$ cat src/rtl/vx_fpu_types_pkg.sv
// Shared FPU CSR types: fflags/fcsr layouts, CSR addresses, CSR op encoding.
package vx_fpu_types;

    localparam int unsigned INST_FRM_BITS = 3;
    localparam int unsigned FFLAGS_BITS   = 5;
    localparam int unsigned CSR_ADDR_BITS = 12;
    localparam int unsigned CSR_DATA_BITS = 32;
    localparam int unsigned CSR_VAL_BITS  = INST_FRM_BITS + FFLAGS_BITS;

    localparam logic [CSR_ADDR_BITS-1:0] CSR_FFLAGS = 12'h001;
    localparam logic [CSR_ADDR_BITS-1:0] CSR_FRM    = 12'h002;
    localparam logic [CSR_ADDR_BITS-1:0] CSR_FCSR   = 12'h003;

    typedef struct packed {
        logic nv;
        logic dz;
        logic of;
        logic uf;
        logic nx;
    } fflags_t;

    // Architected fcsr bits; [31:8] always read as zero.
    typedef struct packed {
        logic [INST_FRM_BITS-1:0] frm;
        fflags_t                  fflags;
    } fcsr_t;

    typedef enum logic [1:0] {
        CSR_OP_READ  = 2'd0,
        CSR_OP_WRITE = 2'd1,
        CSR_OP_SET   = 2'd2,
        CSR_OP_CLEAR = 2'd3
    } csr_op_e;

    typedef enum logic [1:0] {
        ST_IDLE  = 2'd0,
        ST_DRAIN = 2'd1,
        ST_RESP  = 2'd2
    } csr_state_e;

    function automatic logic [CSR_VAL_BITS-1:0] csr_apply(
        input csr_op_e                 op,
        input logic [CSR_VAL_BITS-1:0] old_val,
        input logic [CSR_VAL_BITS-1:0] operand
    );
        logic [CSR_VAL_BITS-1:0] res;
        case (op)
            CSR_OP_WRITE: res = operand;
            CSR_OP_SET:   res = old_val | operand;
            CSR_OP_CLEAR: res = old_val & ~operand;
            default:      res = old_val;
        endcase
        return res;
    endfunction

endpackage

$ cat src/rtl/vx_fpu_csr_unit_if.sv
// FPU issue/commit, frm read and CSR request/response bundle for vx_fpu_csr_unit.
interface vx_fpu_csr_unit_if
    import vx_fpu_types::*;
#(
    parameter int unsigned NUM_WARPS  = 4,
    parameter int unsigned NUM_WPORTS = 2,
    parameter int unsigned NUM_RPORTS = 2
);
    localparam int unsigned NW_BITS = (NUM_WARPS > 1) ? $clog2(NUM_WARPS) : 1;

    logic                                fpu_issue_valid;
    logic [NW_BITS-1:0]                  fpu_issue_wid;
    logic                                fpu_issue_ready;
    logic [NUM_WPORTS-1:0]               fpu_wr_valid;
    logic [NUM_WPORTS*NW_BITS-1:0]       fpu_wr_wid;
    logic [NUM_WPORTS*FFLAGS_BITS-1:0]   fpu_wr_fflags;
    logic [NUM_RPORTS*NW_BITS-1:0]       frm_rd_wid;
    logic [NUM_RPORTS*INST_FRM_BITS-1:0] frm_rd_data;
    logic                                csr_req_valid;
    logic                                csr_req_ready;
    logic [NW_BITS-1:0]                  csr_req_wid;
    logic [CSR_ADDR_BITS-1:0]            csr_req_addr;
    logic [1:0]                          csr_req_op;
    logic [CSR_DATA_BITS-1:0]            csr_req_data;
    logic                                csr_rsp_valid;
    logic [CSR_DATA_BITS-1:0]            csr_rsp_data;
    logic                                csr_rsp_ready;
    logic [31:0]                         perf_stall_cycles;
    logic [31:0]                         perf_flag_events;

    modport master (
        output fpu_issue_valid, fpu_issue_wid, fpu_wr_valid, fpu_wr_wid, fpu_wr_fflags,
               frm_rd_wid, csr_req_valid, csr_req_wid, csr_req_addr, csr_req_op,
               csr_req_data, csr_rsp_ready,
        input  fpu_issue_ready, frm_rd_data, csr_req_ready, csr_rsp_valid, csr_rsp_data,
               perf_stall_cycles, perf_flag_events
    );

    modport slave (
        input  fpu_issue_valid, fpu_issue_wid, fpu_wr_valid, fpu_wr_wid, fpu_wr_fflags,
               frm_rd_wid, csr_req_valid, csr_req_wid, csr_req_addr, csr_req_op,
               csr_req_data, csr_rsp_ready,
        output fpu_issue_ready, frm_rd_data, csr_req_ready, csr_rsp_valid, csr_rsp_data,
               perf_stall_cycles, perf_flag_events
    );

endinterface

$ cat src/rtl/vx_fpu_pend_ctr.sv
// One warp's outstanding FPU op counter: +1 issue, -N commits, registered full flag.
module vx_fpu_pend_ctr #(
    parameter int unsigned PEND_BITS = 4,
    parameter int unsigned DEC_BITS  = 2
) (
    input  logic                clk,
    input  logic                rst_n,
    input  logic                inc_i,
    input  logic [DEC_BITS-1:0] dec_i,
    output logic                full_o,
    output logic                zero_next_c_o
);
    localparam int unsigned SUM_BITS = PEND_BITS + 1;
    localparam logic [PEND_BITS-1:0] CNT_MAX = '1;

    logic [PEND_BITS-1:0] cnt_q, cnt_d;
    logic [SUM_BITS-1:0]  sum_c, dec_c;
    logic                 underflow_c;

    // Clamp at zero on underflow; the assertion flags it.
    always_comb begin
        sum_c       = {1'b0, cnt_q} + SUM_BITS'(inc_i);
        dec_c       = SUM_BITS'(dec_i);
        underflow_c = dec_c > sum_c;
        cnt_d       = underflow_c ? '0 : PEND_BITS'(sum_c - dec_c);
    end

    assign zero_next_c_o = (cnt_d == '0);

    always_ff @(posedge clk or negedge rst_n) begin
        if (!rst_n) begin
            cnt_q  <= '0;
            full_o <= 1'b0;
        end else begin
            cnt_q  <= cnt_d;
            full_o <= (cnt_d == CNT_MAX);
        end
    end

    always_ff @(posedge clk) begin
        if (rst_n) begin
            assert (!underflow_c) else $error("vx_fpu_pend_ctr: commit without outstanding op");
        end
    end

endmodule

$ cat src/rtl/vx_fpu_csr_unit.sv
// Per-warp frm/fflags holder between FPU pipes and the CSR unit; fflags/fcsr accesses drain the warp.
// Optional perf counters enabled by defining FPU_CSR_PERF_EN.
module vx_fpu_csr_unit
    import vx_fpu_types::*;
#(
    parameter int unsigned NUM_WARPS  = 4,
    parameter int unsigned NUM_WPORTS = 2,
    parameter int unsigned NUM_RPORTS = 2,
    parameter int unsigned PEND_BITS  = 4
) (
    input  logic             clk,
    input  logic             reset_n,
    vx_fpu_csr_unit_if.slave csr_bus
);
    localparam int unsigned NW_BITS  = (NUM_WARPS > 1) ? $clog2(NUM_WARPS) : 1;
    localparam int unsigned DEC_BITS = $clog2(NUM_WPORTS + 1);

    csr_state_e                state_q, state_d;
    logic [NW_BITS-1:0]        cap_wid_q, cap_wid_d;
    logic [CSR_ADDR_BITS-1:0]  cap_addr_q, cap_addr_d;
    csr_op_e                   cap_op_q, cap_op_d;
    logic [CSR_VAL_BITS-1:0]   cap_data_q, cap_data_d;
    logic                      rsp_valid_q, rsp_valid_d;
    logic [CSR_VAL_BITS-1:0]   rsp_data_q, rsp_data_d;

    logic [FFLAGS_BITS-1:0]    fflags_q [NUM_WARPS];
    logic [FFLAGS_BITS-1:0]    fflags_d [NUM_WARPS];
    logic [INST_FRM_BITS-1:0]  frm_q    [NUM_WARPS];
    logic [INST_FRM_BITS-1:0]  frm_d    [NUM_WARPS];
    logic [INST_FRM_BITS-1:0]  frm_rd_q [NUM_RPORTS];

    logic [FFLAGS_BITS-1:0]    commit_or_c  [NUM_WARPS];
    logic [DEC_BITS-1:0]       commit_cnt_c [NUM_WARPS];
    logic [NUM_WARPS-1:0]      pend_full, pend_zero_next;
    logic                      issue_fire_c, needs_drain_c;

    logic                      exec_c;
    logic [NW_BITS-1:0]        ex_wid_c;
    logic [CSR_ADDR_BITS-1:0]  ex_addr_c;
    csr_op_e                   ex_op_c;
    logic [CSR_VAL_BITS-1:0]   ex_data_c, old_val_c, new_val_c;
    fcsr_t                     old_fcsr_c, new_fcsr_c;

    // Merge same-cycle commits per warp and count them for the pending counters.
    always_comb begin
        for (int w = 0; w < NUM_WARPS; w++) begin
            commit_or_c[w]  = '0;
            commit_cnt_c[w] = '0;
            for (int p = 0; p < NUM_WPORTS; p++) begin
                if (csr_bus.fpu_wr_valid[p] &&
                    csr_bus.fpu_wr_wid[p*NW_BITS +: NW_BITS] == NW_BITS'(w)) begin
                    commit_or_c[w]  = commit_or_c[w] | csr_bus.fpu_wr_fflags[p*FFLAGS_BITS +: FFLAGS_BITS];
                    commit_cnt_c[w] = commit_cnt_c[w] + DEC_BITS'(1);
                end
            end
        end
    end

    assign csr_bus.fpu_issue_ready = !pend_full[csr_bus.fpu_issue_wid] &&
                                     !(state_q == ST_DRAIN && cap_wid_q == csr_bus.fpu_issue_wid);
    assign issue_fire_c = csr_bus.fpu_issue_valid && csr_bus.fpu_issue_ready;

    for (genvar w = 0; w < NUM_WARPS; w++) begin : g_pend
        vx_fpu_pend_ctr #(.PEND_BITS(PEND_BITS), .DEC_BITS(DEC_BITS)) u_ctr (
            .clk           (clk),
            .rst_n         (reset_n),
            .inc_i         (issue_fire_c && csr_bus.fpu_issue_wid == NW_BITS'(w)),
            .dec_i         (commit_cnt_c[w]),
            .full_o        (pend_full[w]),
            .zero_next_c_o (pend_zero_next[w])
        );
    end

    // Execute either straight from the request (frm/invalid) or from the captured drained request.
    always_comb begin
        needs_drain_c = (csr_bus.csr_req_addr == CSR_FFLAGS) || (csr_bus.csr_req_addr == CSR_FCSR);
        if (state_q == ST_IDLE) begin
            exec_c    = csr_bus.csr_req_valid && !needs_drain_c;
            ex_wid_c  = csr_bus.csr_req_wid;
            ex_addr_c = csr_bus.csr_req_addr;
            ex_op_c   = csr_op_e'(csr_bus.csr_req_op);
            ex_data_c = CSR_VAL_BITS'(csr_bus.csr_req_data);
        end else begin
            exec_c    = (state_q == ST_DRAIN) && pend_zero_next[cap_wid_q];
            ex_wid_c  = cap_wid_q;
            ex_addr_c = cap_addr_q;
            ex_op_c   = cap_op_q;
            ex_data_c = cap_data_q;
        end
    end

    // Old value sees this cycle's commits, so the last drained op's flags are reported.
    always_comb begin
        old_fcsr_c.frm    = frm_q[ex_wid_c];
        old_fcsr_c.fflags = fflags_t'(fflags_q[ex_wid_c] | commit_or_c[ex_wid_c]);
        case (ex_addr_c)
            CSR_FFLAGS: old_val_c = CSR_VAL_BITS'(old_fcsr_c.fflags);
            CSR_FRM:    old_val_c = CSR_VAL_BITS'(old_fcsr_c.frm);
            CSR_FCSR:   old_val_c = old_fcsr_c;
            default:    old_val_c = '0;
        endcase
        new_val_c  = csr_apply(ex_op_c, old_val_c, ex_data_c);
        new_fcsr_c = fcsr_t'(new_val_c);
    end

    always_comb begin
        for (int w = 0; w < NUM_WARPS; w++) begin
            fflags_d[w] = fflags_q[w] | commit_or_c[w];
            frm_d[w]    = frm_q[w];
        end
        if (exec_c && ex_op_c != CSR_OP_READ) begin
            case (ex_addr_c)
                CSR_FFLAGS: fflags_d[ex_wid_c] = new_val_c[FFLAGS_BITS-1:0];
                CSR_FRM:    frm_d[ex_wid_c]    = new_val_c[INST_FRM_BITS-1:0];
                CSR_FCSR: begin
                    frm_d[ex_wid_c]    = new_fcsr_c.frm;
                    fflags_d[ex_wid_c] = new_fcsr_c.fflags;
                end
                default: ;
            endcase
        end
    end

    // CSR FSM next state.
    always_comb begin
        state_d     = state_q;
        cap_wid_d   = cap_wid_q;
        cap_addr_d  = cap_addr_q;
        cap_op_d    = cap_op_q;
        cap_data_d  = cap_data_q;
        rsp_valid_d = rsp_valid_q;
        rsp_data_d  = rsp_data_q;
        case (state_q)
            ST_IDLE: begin
                if (csr_bus.csr_req_valid) begin
                    cap_wid_d  = csr_bus.csr_req_wid;
                    cap_addr_d = csr_bus.csr_req_addr;
                    cap_op_d   = csr_op_e'(csr_bus.csr_req_op);
                    cap_data_d = CSR_VAL_BITS'(csr_bus.csr_req_data);
                    state_d    = needs_drain_c ? ST_DRAIN : ST_RESP;
                end
            end
            ST_DRAIN: if (exec_c) state_d = ST_RESP;
            ST_RESP: begin
                if (csr_bus.csr_rsp_ready) begin
                    state_d     = ST_IDLE;
                    rsp_valid_d = 1'b0;
                end
            end
            default: state_d = ST_IDLE;
        endcase
        if (exec_c) begin
            rsp_valid_d = 1'b1;
            rsp_data_d  = old_val_c;
        end
    end

    always_ff @(posedge clk or negedge reset_n) begin
        if (!reset_n) begin
            state_q     <= ST_IDLE;
            cap_wid_q   <= '0;
            cap_addr_q  <= '0;
            cap_op_q    <= CSR_OP_READ;
            cap_data_q  <= '0;
            rsp_valid_q <= 1'b0;
            rsp_data_q  <= '0;
            for (int w = 0; w < NUM_WARPS; w++) begin
                fflags_q[w] <= '0;
                frm_q[w]    <= '0;
            end
            for (int p = 0; p < NUM_RPORTS; p++) frm_rd_q[p] <= '0;
        end else begin
            state_q     <= state_d;
            cap_wid_q   <= cap_wid_d;
            cap_addr_q  <= cap_addr_d;
            cap_op_q    <= cap_op_d;
            cap_data_q  <= cap_data_d;
            rsp_valid_q <= rsp_valid_d;
            rsp_data_q  <= rsp_data_d;
            for (int w = 0; w < NUM_WARPS; w++) begin
                fflags_q[w] <= fflags_d[w];
                frm_q[w]    <= frm_d[w];
            end
            for (int p = 0; p < NUM_RPORTS; p++)
                frm_rd_q[p] <= frm_q[csr_bus.frm_rd_wid[p*NW_BITS +: NW_BITS]];
        end
    end

    for (genvar p = 0; p < NUM_RPORTS; p++) begin : g_rd
        assign csr_bus.frm_rd_data[p*INST_FRM_BITS +: INST_FRM_BITS] = frm_rd_q[p];
    end

    assign csr_bus.csr_req_ready = (state_q == ST_IDLE);
    assign csr_bus.csr_rsp_valid = rsp_valid_q;
    assign csr_bus.csr_rsp_data  = CSR_DATA_BITS'(rsp_data_q);

`ifdef FPU_CSR_PERF_EN
    logic [31:0] perf_stall_q, perf_flag_q, flag_hits_c;

    always_comb begin
        flag_hits_c = '0;
        for (int p = 0; p < NUM_WPORTS; p++) begin
            if (csr_bus.fpu_wr_valid[p] && csr_bus.fpu_wr_fflags[p*FFLAGS_BITS +: FFLAGS_BITS] != '0)
                flag_hits_c = flag_hits_c + 32'd1;
        end
    end

    always_ff @(posedge clk or negedge reset_n) begin
        if (!reset_n) begin
            perf_stall_q <= '0;
            perf_flag_q  <= '0;
        end else begin
            perf_stall_q <= perf_stall_q + 32'(state_q == ST_DRAIN);
            perf_flag_q  <= perf_flag_q + flag_hits_c;
        end
    end

    assign csr_bus.perf_stall_cycles = perf_stall_q;
    assign csr_bus.perf_flag_events  = perf_flag_q;
`else
    assign csr_bus.perf_stall_cycles = '0;
    assign csr_bus.perf_flag_events  = '0;
`endif

endmodule

$ cat src/flat_wrapper.sv
// flat-port wrapper written by rule: the top's interface ports become plain ports
module vx_fpu_csr_unit_flat import vx_fpu_types::*;
#(
    parameter int unsigned NUM_WARPS  = 4,
    parameter int unsigned NUM_WPORTS = 2,
    parameter int unsigned NUM_RPORTS = 2,
    parameter int unsigned PEND_BITS  = 4
)
  (clk, reset_n, csr_bus_fpu_issue_valid, csr_bus_fpu_issue_wid, csr_bus_fpu_wr_valid, csr_bus_fpu_wr_wid, csr_bus_fpu_wr_fflags, csr_bus_frm_rd_wid, csr_bus_csr_req_valid, csr_bus_csr_req_wid, csr_bus_csr_req_addr, csr_bus_csr_req_op, csr_bus_csr_req_data, csr_bus_csr_rsp_ready, csr_bus_fpu_issue_ready, csr_bus_frm_rd_data, csr_bus_csr_req_ready, csr_bus_csr_rsp_valid, csr_bus_csr_rsp_data, csr_bus_perf_stall_cycles, csr_bus_perf_flag_events);
  vx_fpu_csr_unit_if #(.NUM_WARPS(NUM_WARPS), .NUM_WPORTS(NUM_WPORTS), .NUM_RPORTS(NUM_RPORTS)) csr_bus_i ();
  input  logic clk;
  input  logic reset_n;
  input wire logic [$bits(csr_bus_i.fpu_issue_valid)-1:0] csr_bus_fpu_issue_valid;
  input wire logic [$bits(csr_bus_i.fpu_issue_wid)-1:0] csr_bus_fpu_issue_wid;
  input wire logic [$bits(csr_bus_i.fpu_wr_valid)-1:0] csr_bus_fpu_wr_valid;
  input wire logic [$bits(csr_bus_i.fpu_wr_wid)-1:0] csr_bus_fpu_wr_wid;
  input wire logic [$bits(csr_bus_i.fpu_wr_fflags)-1:0] csr_bus_fpu_wr_fflags;
  input wire logic [$bits(csr_bus_i.frm_rd_wid)-1:0] csr_bus_frm_rd_wid;
  input wire logic [$bits(csr_bus_i.csr_req_valid)-1:0] csr_bus_csr_req_valid;
  input wire logic [$bits(csr_bus_i.csr_req_wid)-1:0] csr_bus_csr_req_wid;
  input wire logic [$bits(csr_bus_i.csr_req_addr)-1:0] csr_bus_csr_req_addr;
  input wire logic [$bits(csr_bus_i.csr_req_op)-1:0] csr_bus_csr_req_op;
  input wire logic [$bits(csr_bus_i.csr_req_data)-1:0] csr_bus_csr_req_data;
  input wire logic [$bits(csr_bus_i.csr_rsp_ready)-1:0] csr_bus_csr_rsp_ready;
  output wire logic [$bits(csr_bus_i.fpu_issue_ready)-1:0] csr_bus_fpu_issue_ready;
  output wire logic [$bits(csr_bus_i.frm_rd_data)-1:0] csr_bus_frm_rd_data;
  output wire logic [$bits(csr_bus_i.csr_req_ready)-1:0] csr_bus_csr_req_ready;
  output wire logic [$bits(csr_bus_i.csr_rsp_valid)-1:0] csr_bus_csr_rsp_valid;
  output wire logic [$bits(csr_bus_i.csr_rsp_data)-1:0] csr_bus_csr_rsp_data;
  output wire logic [$bits(csr_bus_i.perf_stall_cycles)-1:0] csr_bus_perf_stall_cycles;
  output wire logic [$bits(csr_bus_i.perf_flag_events)-1:0] csr_bus_perf_flag_events;
  assign csr_bus_i.fpu_issue_valid = csr_bus_fpu_issue_valid;
  assign csr_bus_i.fpu_issue_wid = csr_bus_fpu_issue_wid;
  assign csr_bus_i.fpu_wr_valid = csr_bus_fpu_wr_valid;
  assign csr_bus_i.fpu_wr_wid = csr_bus_fpu_wr_wid;
  assign csr_bus_i.fpu_wr_fflags = csr_bus_fpu_wr_fflags;
  assign csr_bus_i.frm_rd_wid = csr_bus_frm_rd_wid;
  assign csr_bus_i.csr_req_valid = csr_bus_csr_req_valid;
  assign csr_bus_i.csr_req_wid = csr_bus_csr_req_wid;
  assign csr_bus_i.csr_req_addr = csr_bus_csr_req_addr;
  assign csr_bus_i.csr_req_op = csr_bus_csr_req_op;
  assign csr_bus_i.csr_req_data = csr_bus_csr_req_data;
  assign csr_bus_i.csr_rsp_ready = csr_bus_csr_rsp_ready;
  assign csr_bus_fpu_issue_ready = csr_bus_i.fpu_issue_ready;
  assign csr_bus_frm_rd_data = csr_bus_i.frm_rd_data;
  assign csr_bus_csr_req_ready = csr_bus_i.csr_req_ready;
  assign csr_bus_csr_rsp_valid = csr_bus_i.csr_rsp_valid;
  assign csr_bus_csr_rsp_data = csr_bus_i.csr_rsp_data;
  assign csr_bus_perf_stall_cycles = csr_bus_i.perf_stall_cycles;
  assign csr_bus_perf_flag_events = csr_bus_i.perf_flag_events;
  vx_fpu_csr_unit #(.NUM_WARPS(NUM_WARPS), .NUM_WPORTS(NUM_WPORTS), .NUM_RPORTS(NUM_RPORTS), .PEND_BITS(PEND_BITS)) u_core (.clk(clk), .reset_n(reset_n), .csr_bus(csr_bus_i));
endmodule
$ cat config.mk
export PLATFORM = sky130hd
export DESIGN_NAME = vx_fpu_csr_unit_flat
export DESIGN_NICKNAME = d
export VERILOG_FILES = /design/src/rtl/vx_fpu_types_pkg.sv /design/src/rtl/vx_fpu_csr_unit_if.sv /design/src/rtl/vx_fpu_pend_ctr.sv /design/src/rtl/vx_fpu_csr_unit.sv /design/src/flat_wrapper.sv
export SDC_FILE = /design/constraint.sdc
export NUM_CORES = 1
export LEC_CHECK = 0
export ABC_CLOCK_PERIOD_IN_PS = 3600
export CAP_MARGIN = 20
export CORE_ASPECT_RATIO = 1.2
export CORE_MARGIN = 10
export CORE_UTILIZATION = 28
export DETAILED_ROUTE_END_ITERATION = 8
export GPL_ROUTABILITY_DRIVEN = 0
export HOLD_SLACK_MARGIN = 0.12
export PLACE_DENSITY = 0.55
export REMOVE_ABC_BUFFERS = 1
export SETUP_SLACK_MARGIN = 0.05
export SLEW_MARGIN = 0
export SYNTH_ARGS = -nofsm -noshare
export SYNTH_HDL_FRONTEND = slang
export SYNTH_SLANG_ARGS = --single-unit
$ cat constraint.sdc
create_clock -name clk -period 3.6 [get_ports clk]
set_input_delay 0.72 -clock clk [delete_from_list [all_inputs] [get_ports clk]]
set_output_delay 0.72 -clock clk [all_outputs]
set_load 0.05 [all_outputs]
; Word level (Yosys, flattened, before mapping)
; Cells that the tools add are included.
[word_totals]
output_inout_bits = 105
inputBits = 75
ff_bits = 93
[classes]
n_reduce_logical = 40
magnitude_cmp = 10
add_sub_neg = 12
eq_ne = 27
n_bitwise = 15
mux = 64
[op_table]
columns = cell, count
row1 = 5-bit two-way mux, 13
row2 = 8-bit case mux with 3 select lines, 2
row3 = 5-bit OR, 9
row4 = 20-bit two-way mux, 2
row5 = "12-bit by 2-bit == test with 1-bit output, second input constant", 3
row6 = 12-bit bitwise mux, 2
row7 = "12-bit by 1-bit == test with 1-bit output, second input constant", 2
row8 = 12-bit case mux with 2 select lines, 1
row9 = 3-bit two-way mux, 7
row10 = 4-bit by 1-bit adder with 5-bit output, 4
row11 = 5-bit binary-select mux with 2-bit select, 2
row12 = 20-bit bitwise mux, 1
row13 = 2-bit by 5-bit > comparator with 1-bit output, 4
row14 = 2-bit two-way mux, 10
row15 = 1-bit logical AND, 19
row16 = 3-bit binary-select mux with 2-bit select, 3
row17 = "2-bit == test, second input constant", 9
row18 = "4-bit == test, second input constant", 4
row19 = 4-bit logical NOT, 4
row20 = 4-bit two-way mux, 4
row21 = 4-bit by 2-bit subtractor with 4-bit output, 4
row22 = 12-bit two-way mux, 1
row23 = 5-bit demux with 2-bit select, 1
row24 = "2-bit by 1-bit == test with 1-bit output, second input constant", 5
row25 = 23 further kinds, 52

; Depth between registers and ports, before layout
[logic_depth]
ltp_word = 16
mapped_depth = 19

; Hierarchy
; From an unflattened synthesis, not the netlist that was laid out.
[unflattened]
cells_unflattened = 644
hier_area_um2 = 6725.2
[modules_own_cells]
columns = module, instances, seq_area_each_um2, area_per_inst_um2, cells_each
row1 = vx_fpu_csr_unit, 1, 1826.8, 5143.7, 495
row2 = vx_fpu_pend_ctr (u_core.g_pend[0].u_ctr ...), 3, 125.1, 391.6, 36
row3 = vx_fpu_pend_ctr (u_core.g_pend[2].u_ctr), 1, 125.1, 406.6, 41

; Worst setup path after synthesis
; No wires, ideal clock.
[synth_path]
path_kind = input-to-reg
startpoint = input port csr_bus_fpu_issue_wid[0]
endpoint = register u_core.rsp_data_q[0]
arrival_ns = 5.018
setup_time_ns = 0.125
path_stages = 15
path_buffers = 1
path_slack_ns = -1.543
required_ns = 3.475
cell_sequence = mux4_2 a31oi_1 and2_1 nor3b_1 ha_1 ha_1 ha_1 nor2b_1 or2_2 o221ai_1 o311a_1 o41ai_1 o31ai_1 buf_2 mux2_2
[synth_between]
elab_chain_len = 14
elab_cells_between_ends = 40
[synth_rtl]
columns = item, line_no
row1 = start: declaration, flat_wrapper.sv:14  ; input wire logic [$bits(csr_bus_i.fpu_issue_wid)-1:0] csr_bus_fpu_issue_wid;
row2 = 1-bit binary-select mux with 2-bit select or 2-bit == test (tied branches), "vx_fpu_csr_unit.sv:59, vx_fpu_csr_unit.sv:60"
row3 = 1-bit two-way mux (implied by the code) or 1-bit logical AND (tied branches), "vx_fpu_csr_unit.sv:59, vx_fpu_csr_unit.sv:60"
row4 = 1-bit logical NOT (on tied branches), "vx_fpu_csr_unit.sv:59, vx_fpu_csr_unit.sv:60"
row5 = 1-bit logical AND (*), vx_fpu_csr_unit.sv:59  ; assign csr_bus.fpu_issue_ready = !pend_full[csr_bus.fpu_issue_wid] &&
row6 = named net csr_bus_fpu_issue_ready, flat_wrapper.sv:25  ; output wire logic [$bits(csr_bus_i.fpu_issue_ready)-1:0] csr_bus_fpu_issue_ready;
row7 = 1-bit logical AND (*), vx_fpu_csr_unit.sv:61  ; assign issue_fire_c = csr_bus.fpu_issue_valid && csr_bus.fpu_issue_ready;
row8 = 1-bit logical AND, vx_fpu_csr_unit.sv:67  ; .inc_i (issue_fire_c && csr_bus.fpu_issue_wid == NW_BITS'(w)),
row9 = 4-bit by 1-bit adder with 5-bit output, vx_fpu_pend_ctr.sv:22  ; sum_c = {1'b0, cnt_q} + SUM_BITS'(inc_i);
row10 = 4-bit by 2-bit subtractor with 4-bit output or 2-bit by 5-bit > comparator with 1-bit output (tied branches), "vx_fpu_pend_ctr.sv:25, vx_fpu_pend_ctr.sv:24"
row11 = 4-bit two-way mux, vx_fpu_pend_ctr.sv:25  ; cnt_d = underflow_c ? '0 : PEND_BITS'(sum_c - dec_c);
row12 = 4-bit logical NOT, vx_fpu_pend_ctr.sv:28  ; assign zero_next_c_o = (cnt_d == '0);
row13 = 1-bit binary-select mux with 2-bit select (*), vx_fpu_csr_unit.sv:84  ; exec_c = (state_q == ST_DRAIN) && pend_zero_next[cap_wid_q];
row14 = 1-bit two-way mux (implied by the code) (*), vx_fpu_csr_unit.sv:84
row15 = 1-bit logical AND (*), vx_fpu_csr_unit.sv:84
row16 = 1-bit two-way mux (*), vx_fpu_csr_unit.sv:77  ; if (state_q == ST_IDLE) begin
row17 = end signal: assignment, vx_fpu_csr_unit.sv:179  ; rsp_data_q <= rsp_data_d;
row18 = end: declaration, vx_fpu_csr_unit.sv:24  ; logic [CSR_VAL_BITS-1:0] rsp_data_q, rsp_data_d;
; Mark *: on every way through the listed nets, which the timed path passes. The rest lies on a longest branch. The select of a mux whose other input is x is not followed.
; A chain may end at the register's enable or synchronous reset.

; Worst setup path after layout
[layout_path]
startpoint = input port csr_bus_fpu_issue_wid[0]
endpoint = register u_core.rsp_data_q[0]
[layout_between]
elab_chain_len = 14
elab_cells_between_ends = 40
[layout_rtl]
columns = item, line_no
row1 = 1-bit binary-select mux with 2-bit select or 2-bit == test (tied branches), "vx_fpu_csr_unit.sv:59, vx_fpu_csr_unit.sv:60"
row2 = 1-bit two-way mux (implied by the code) or 1-bit logical AND (tied branches), "vx_fpu_csr_unit.sv:59, vx_fpu_csr_unit.sv:60"
row3 = 1-bit logical NOT (on tied branches), "vx_fpu_csr_unit.sv:59, vx_fpu_csr_unit.sv:60"
row4 = 1-bit logical AND, vx_fpu_csr_unit.sv:59
row5 = 1-bit logical AND, vx_fpu_csr_unit.sv:61
row6 = 1-bit logical AND, vx_fpu_csr_unit.sv:67
row7 = 4-bit by 1-bit adder with 5-bit output, vx_fpu_pend_ctr.sv:22
row8 = 4-bit by 2-bit subtractor with 4-bit output or 2-bit by 5-bit > comparator with 1-bit output (tied branches), "vx_fpu_pend_ctr.sv:25, vx_fpu_pend_ctr.sv:24"
row9 = 4-bit two-way mux, vx_fpu_pend_ctr.sv:25
row10 = 4-bit logical NOT, vx_fpu_pend_ctr.sv:28
row11 = 1-bit binary-select mux with 2-bit select (*), vx_fpu_csr_unit.sv:84
row12 = 1-bit two-way mux (implied by the code) (*), vx_fpu_csr_unit.sv:84
row13 = 1-bit logical AND (*), vx_fpu_csr_unit.sv:84
row14 = 1-bit two-way mux (*), vx_fpu_csr_unit.sv:77
; Every way passes the cells marked *; elsewhere a longest branch is shown, timed or not. The select of a mux whose other input is x is not followed.

==> flow_summary.ini <==
[cts]
clock_path_buffers = 2
cts_buffers = 9
clk_pin_slew_worst_paths_ps = 70
cts_hold_buf = 0
htree_levels = 3
insertion_delay_ps = 360
clock_sinks = 93
cts_root_buffer = clkbuf_16
tritoncts = yes

[finish]
drive_gt1_share_pct = 31.99
final_nets = 968
final_cell_area_sq_mm = 0.009479
finalNonFillerCells = 1186
syn_to_final_growth_pct = 38.25
diodes = 0
fin_util_pct = 39.42

[global_route]
use_met3_pct = 2.970
grtUsageMet1_pct = 15.91
top_usage_layer = met2
overflow = 0
grt_pass1_wl_microns = 32260
grtUsageTotal_pct = 12.91
grt_max_degree = 77
met2_usage_pct = 21.94
grt_pass1_vias = 5905
antenna_found_initial = 1

[sta]
maxSlewHeadroom_pct = 58.14
finalCriticalPeriod_ps = 4018
finalWorstSetupSlack_ps = -418.1
setup_viol = 43
fin_tns_setup_ps = -13880
rsz0062_at_grt = yes
skew_ps = 9.650
worstMarginPinSlew_ps = 622.2
finalCritPeriodShare_pct = 111.6
maxSlewViolCount = 0
hold_viol_final = 0
fmax_mhz = 248.9

[detailed_routing]
ant_nets = 0
drt-initial-drc-count = 346
via_count = 5728
avgViaCountPerCell = 4.830
drcViolationCount = 0
drtPass1Iterations = 4
routed_wl_microns = 20910
wl_per_cell_microns = 17.63

[placement]
io_buffers = 67
dp_slack_ps = -1483
post_dp_cell_area_sq_mm = 0.008300
dpl.hpwl_microns = 15930
dp_cells = 1152

[floorplanning]
fp.dieH_microns = 191.4
die_w_microns = 162.9
core-area_sq_mm = 0.02405
start_util_pct = 28.51
rows = 62
pin_count = 180
die-area_sq_mm = 0.03117

[worst_setup_path]
crit_path_start_kind = input pin
worstReg2RegEnd = u_core.rsp_data_q[0]$_DFFE_PN0P_
cp_top_family = compound AO/OA/AOI/OAI gates
r2r_cells = 16
cp_slowest_cell = mux4_2
path_buf_inv = 3
endpoint_kind = flip-flop
path_class = in2reg
worst_ep_arrival_time_ps = 4260
critPathMaxFanout = 7
cp.required_ps = 3840
crit_chain = buf_8, mux4_2, a31oi_4, and2_4, and3_4, ha_4, ha_4, ha_4, nand2b_4, a31oi_2, a311oi_2, o311ai_4, buf_6, and3_4, o31ai_4, buf_12, mux2_4
reg2reg_slack_ps = -360
reg2reg_from = u_core.g_pend[0].u_ctr.full_o$_DFF_PN0_
cp_common_cell = ha_4
critical_path.max_stage_delay_ps = 520

[yosys]
yosys-top-cells-count = dfrtp_1, buf_4, nor2_1
yosysTopAreaCell = dfrtp_1
syn_inst = 689
syn_area_sq_mm = 0.006857
ys_top_cells_by_area = dfrtp_1, buf_4, ha_1
ys_ff_latch = 93
synth_edf_count = 0
async_flop_share_pct = 100.0
yosysMostFrequentCell = dfrtp_1
synth-warning-count = 0
synth_area_per_cell_sq_um = 9.951
synth_top_flop_cell = dfrtp_1
ys_seq_area_share_pct = 33.94
synth_top_area_share_pct = 33.94
synth.lib_cells_used.distinct = 76

[min_path]
holdCritPathClass = in2async

[run_status]
violations = setup timing
status = finished, violations left

[pwr]
cellLeakagePower_nw = 4.169
peakVddDrop_mv = 0.2887
p_per_area_mw_per_mm2 = 547.1

[job]
drv_cap = 0
==> layer usage <==
layer	routed length (microns)	up-vias
met4	336	2
met5	13	-
li1	-	2695
met2	10390	175
met3	1349	32
met1	8820	2824
==> final cells by class <==
| cell class | instances | area [sq um] |
|---|---|---|
| Clock buffer | 9 | 225.2 |
| Clock inverter | 7 | 80.08 |
| Fill cell | 2339 | 14570 |
| Inverter | 27 | 106.4 |
| Multi-Input combinational cell | 544 | 4642 |
| Sequential cell | 93 | 2327 |
| Tap cell | 320 | 400.4 |
| Timing Repair Buffer | 186 | 1698 |
==> what timing repair did <==
item / in CTS / in global routing
gates resized for setup: 83 / 60
pin swaps: 28 / 35
cloned: 2 / 0
setup buffers: 11 / 6
endpoints found under the setup margin: 59 / 47
==> flip-flops by register name, indices dropped and copies added (netlist names) <==
name and cells:
u_core.fflags_q 20, u_core.cap_wid_q 2, u_core.frm_q 12, u_core.g_pend.u_ctr.full_o 4, u_core.state_q 2, u_core.g_pend.u_ctr.cnt_q 16, u_core.csr_bus.frm_rd_data 6, u_core.rsp_data_q 8
u_core.csr_bus.csr_rsp_valid 1, u_core.cap_op_q 2, u_core.cap_addr_q 12, u_core.cap_data_q 8
==> per-stage QoR <==
step | hold slack (ps) | power (mW)
after floorplan | 424.4 | 2.630
after global placement | 482.7 | 3.578
after detailed placement | 490.4 | 3.597
after CTS | 506.7 | 4.930
after global routing | 344.5 | 5.522
final | 305.4 | 5.186
==> placed cells by master, fill, tap and decap left out, drive strengths merged, types with 12 or more instances in the layout <==
| cell type | Yosys | final |
|---|---|---|
| a21oi | 16 | 16 |
| a31oi | 29 | 29 |
| clkdlybuf4s50 | 0 | 63 |
| dfrtp | 93 | 93 |
| mux2i | 30 | 30 |
| mux2 | 33 | 33 |
| nand3 | 12 | 12 |
| mux4 | 16 | 16 |
| and3 | 13 | 13 |
| o21ai | 16 | 16 |
| buf | 99 | 122 |
| or2 | 12 | 12 |
| nand2 | 33 | 33 |
| conb | 1 | 88 |
| inv | 27 | 30 |
| nor2 | 54 | 54 |
| ha | 28 | 28 |
| a22o | 14 | 14 |
==> where the power goes <==
| part | leakage [nW] | switching [mW] | internal [mW] |
|---|---|---|---|
| clock | 0.148 | 0.458 | 0.549 |
| sequential | 1.11 | 0.171 | 1.22 |
| combinational | 2.91 | 1.44 | 1.34 |
==> cell families (layout without fill, tap and decap cells) <==
| family | count (synthesis) | count (layout) | synth area share (%) |
|---|---|---|---|
| AND/OR/NAND/NOR | 194 | 194 | 14.93 |
| multiplexers | 79 | 79 | 15.38 |
| XOR/XNOR | 15 | 15 | 2.117 |
| buffers and inverters | 139 | 229 | 12.81 |
| adder cells (fa/ha/maj) | 32 | 32 | 6.277 |
| flip-flops | 93 | 93 | 33.94 |
| AO/OA/AOI/OAI | 136 | 136 | 14.49 |
| other | 1 | 88 | 0.05469 |
==> worst max-delay path by stage <==
stage                             start                               end  slack (ps)  cells after the start
5_1_grt        csr_bus_fpu_issue_wid[0]  u_core.rsp_data_q[0]$_DFFE_PN0P_        -550                     20
6_report       csr_bus_fpu_issue_wid[0]  u_core.rsp_data_q[0]$_DFFE_PN0P_        -420                     17
2_1_floorplan  csr_bus_fpu_issue_wid[0]  u_core.rsp_data_q[0]$_DFFE_PN0P_       -2480                     14
4_1_cts        csr_bus_fpu_issue_wid[0]       u_core.frm_q[2]$_DFFE_PN0P_        -430                     19
3_3_place_gp   csr_bus_fpu_issue_wid[0]  u_core.rsp_data_q[7]$_DFFE_PN0P_       -1390                     16
3_5_place_dp   csr_bus_fpu_issue_wid[0]       u_core.frm_q[0]$_DFFE_PN0P_       -1480                     18
No activity file was read; power rests on OpenSTA's default activity.
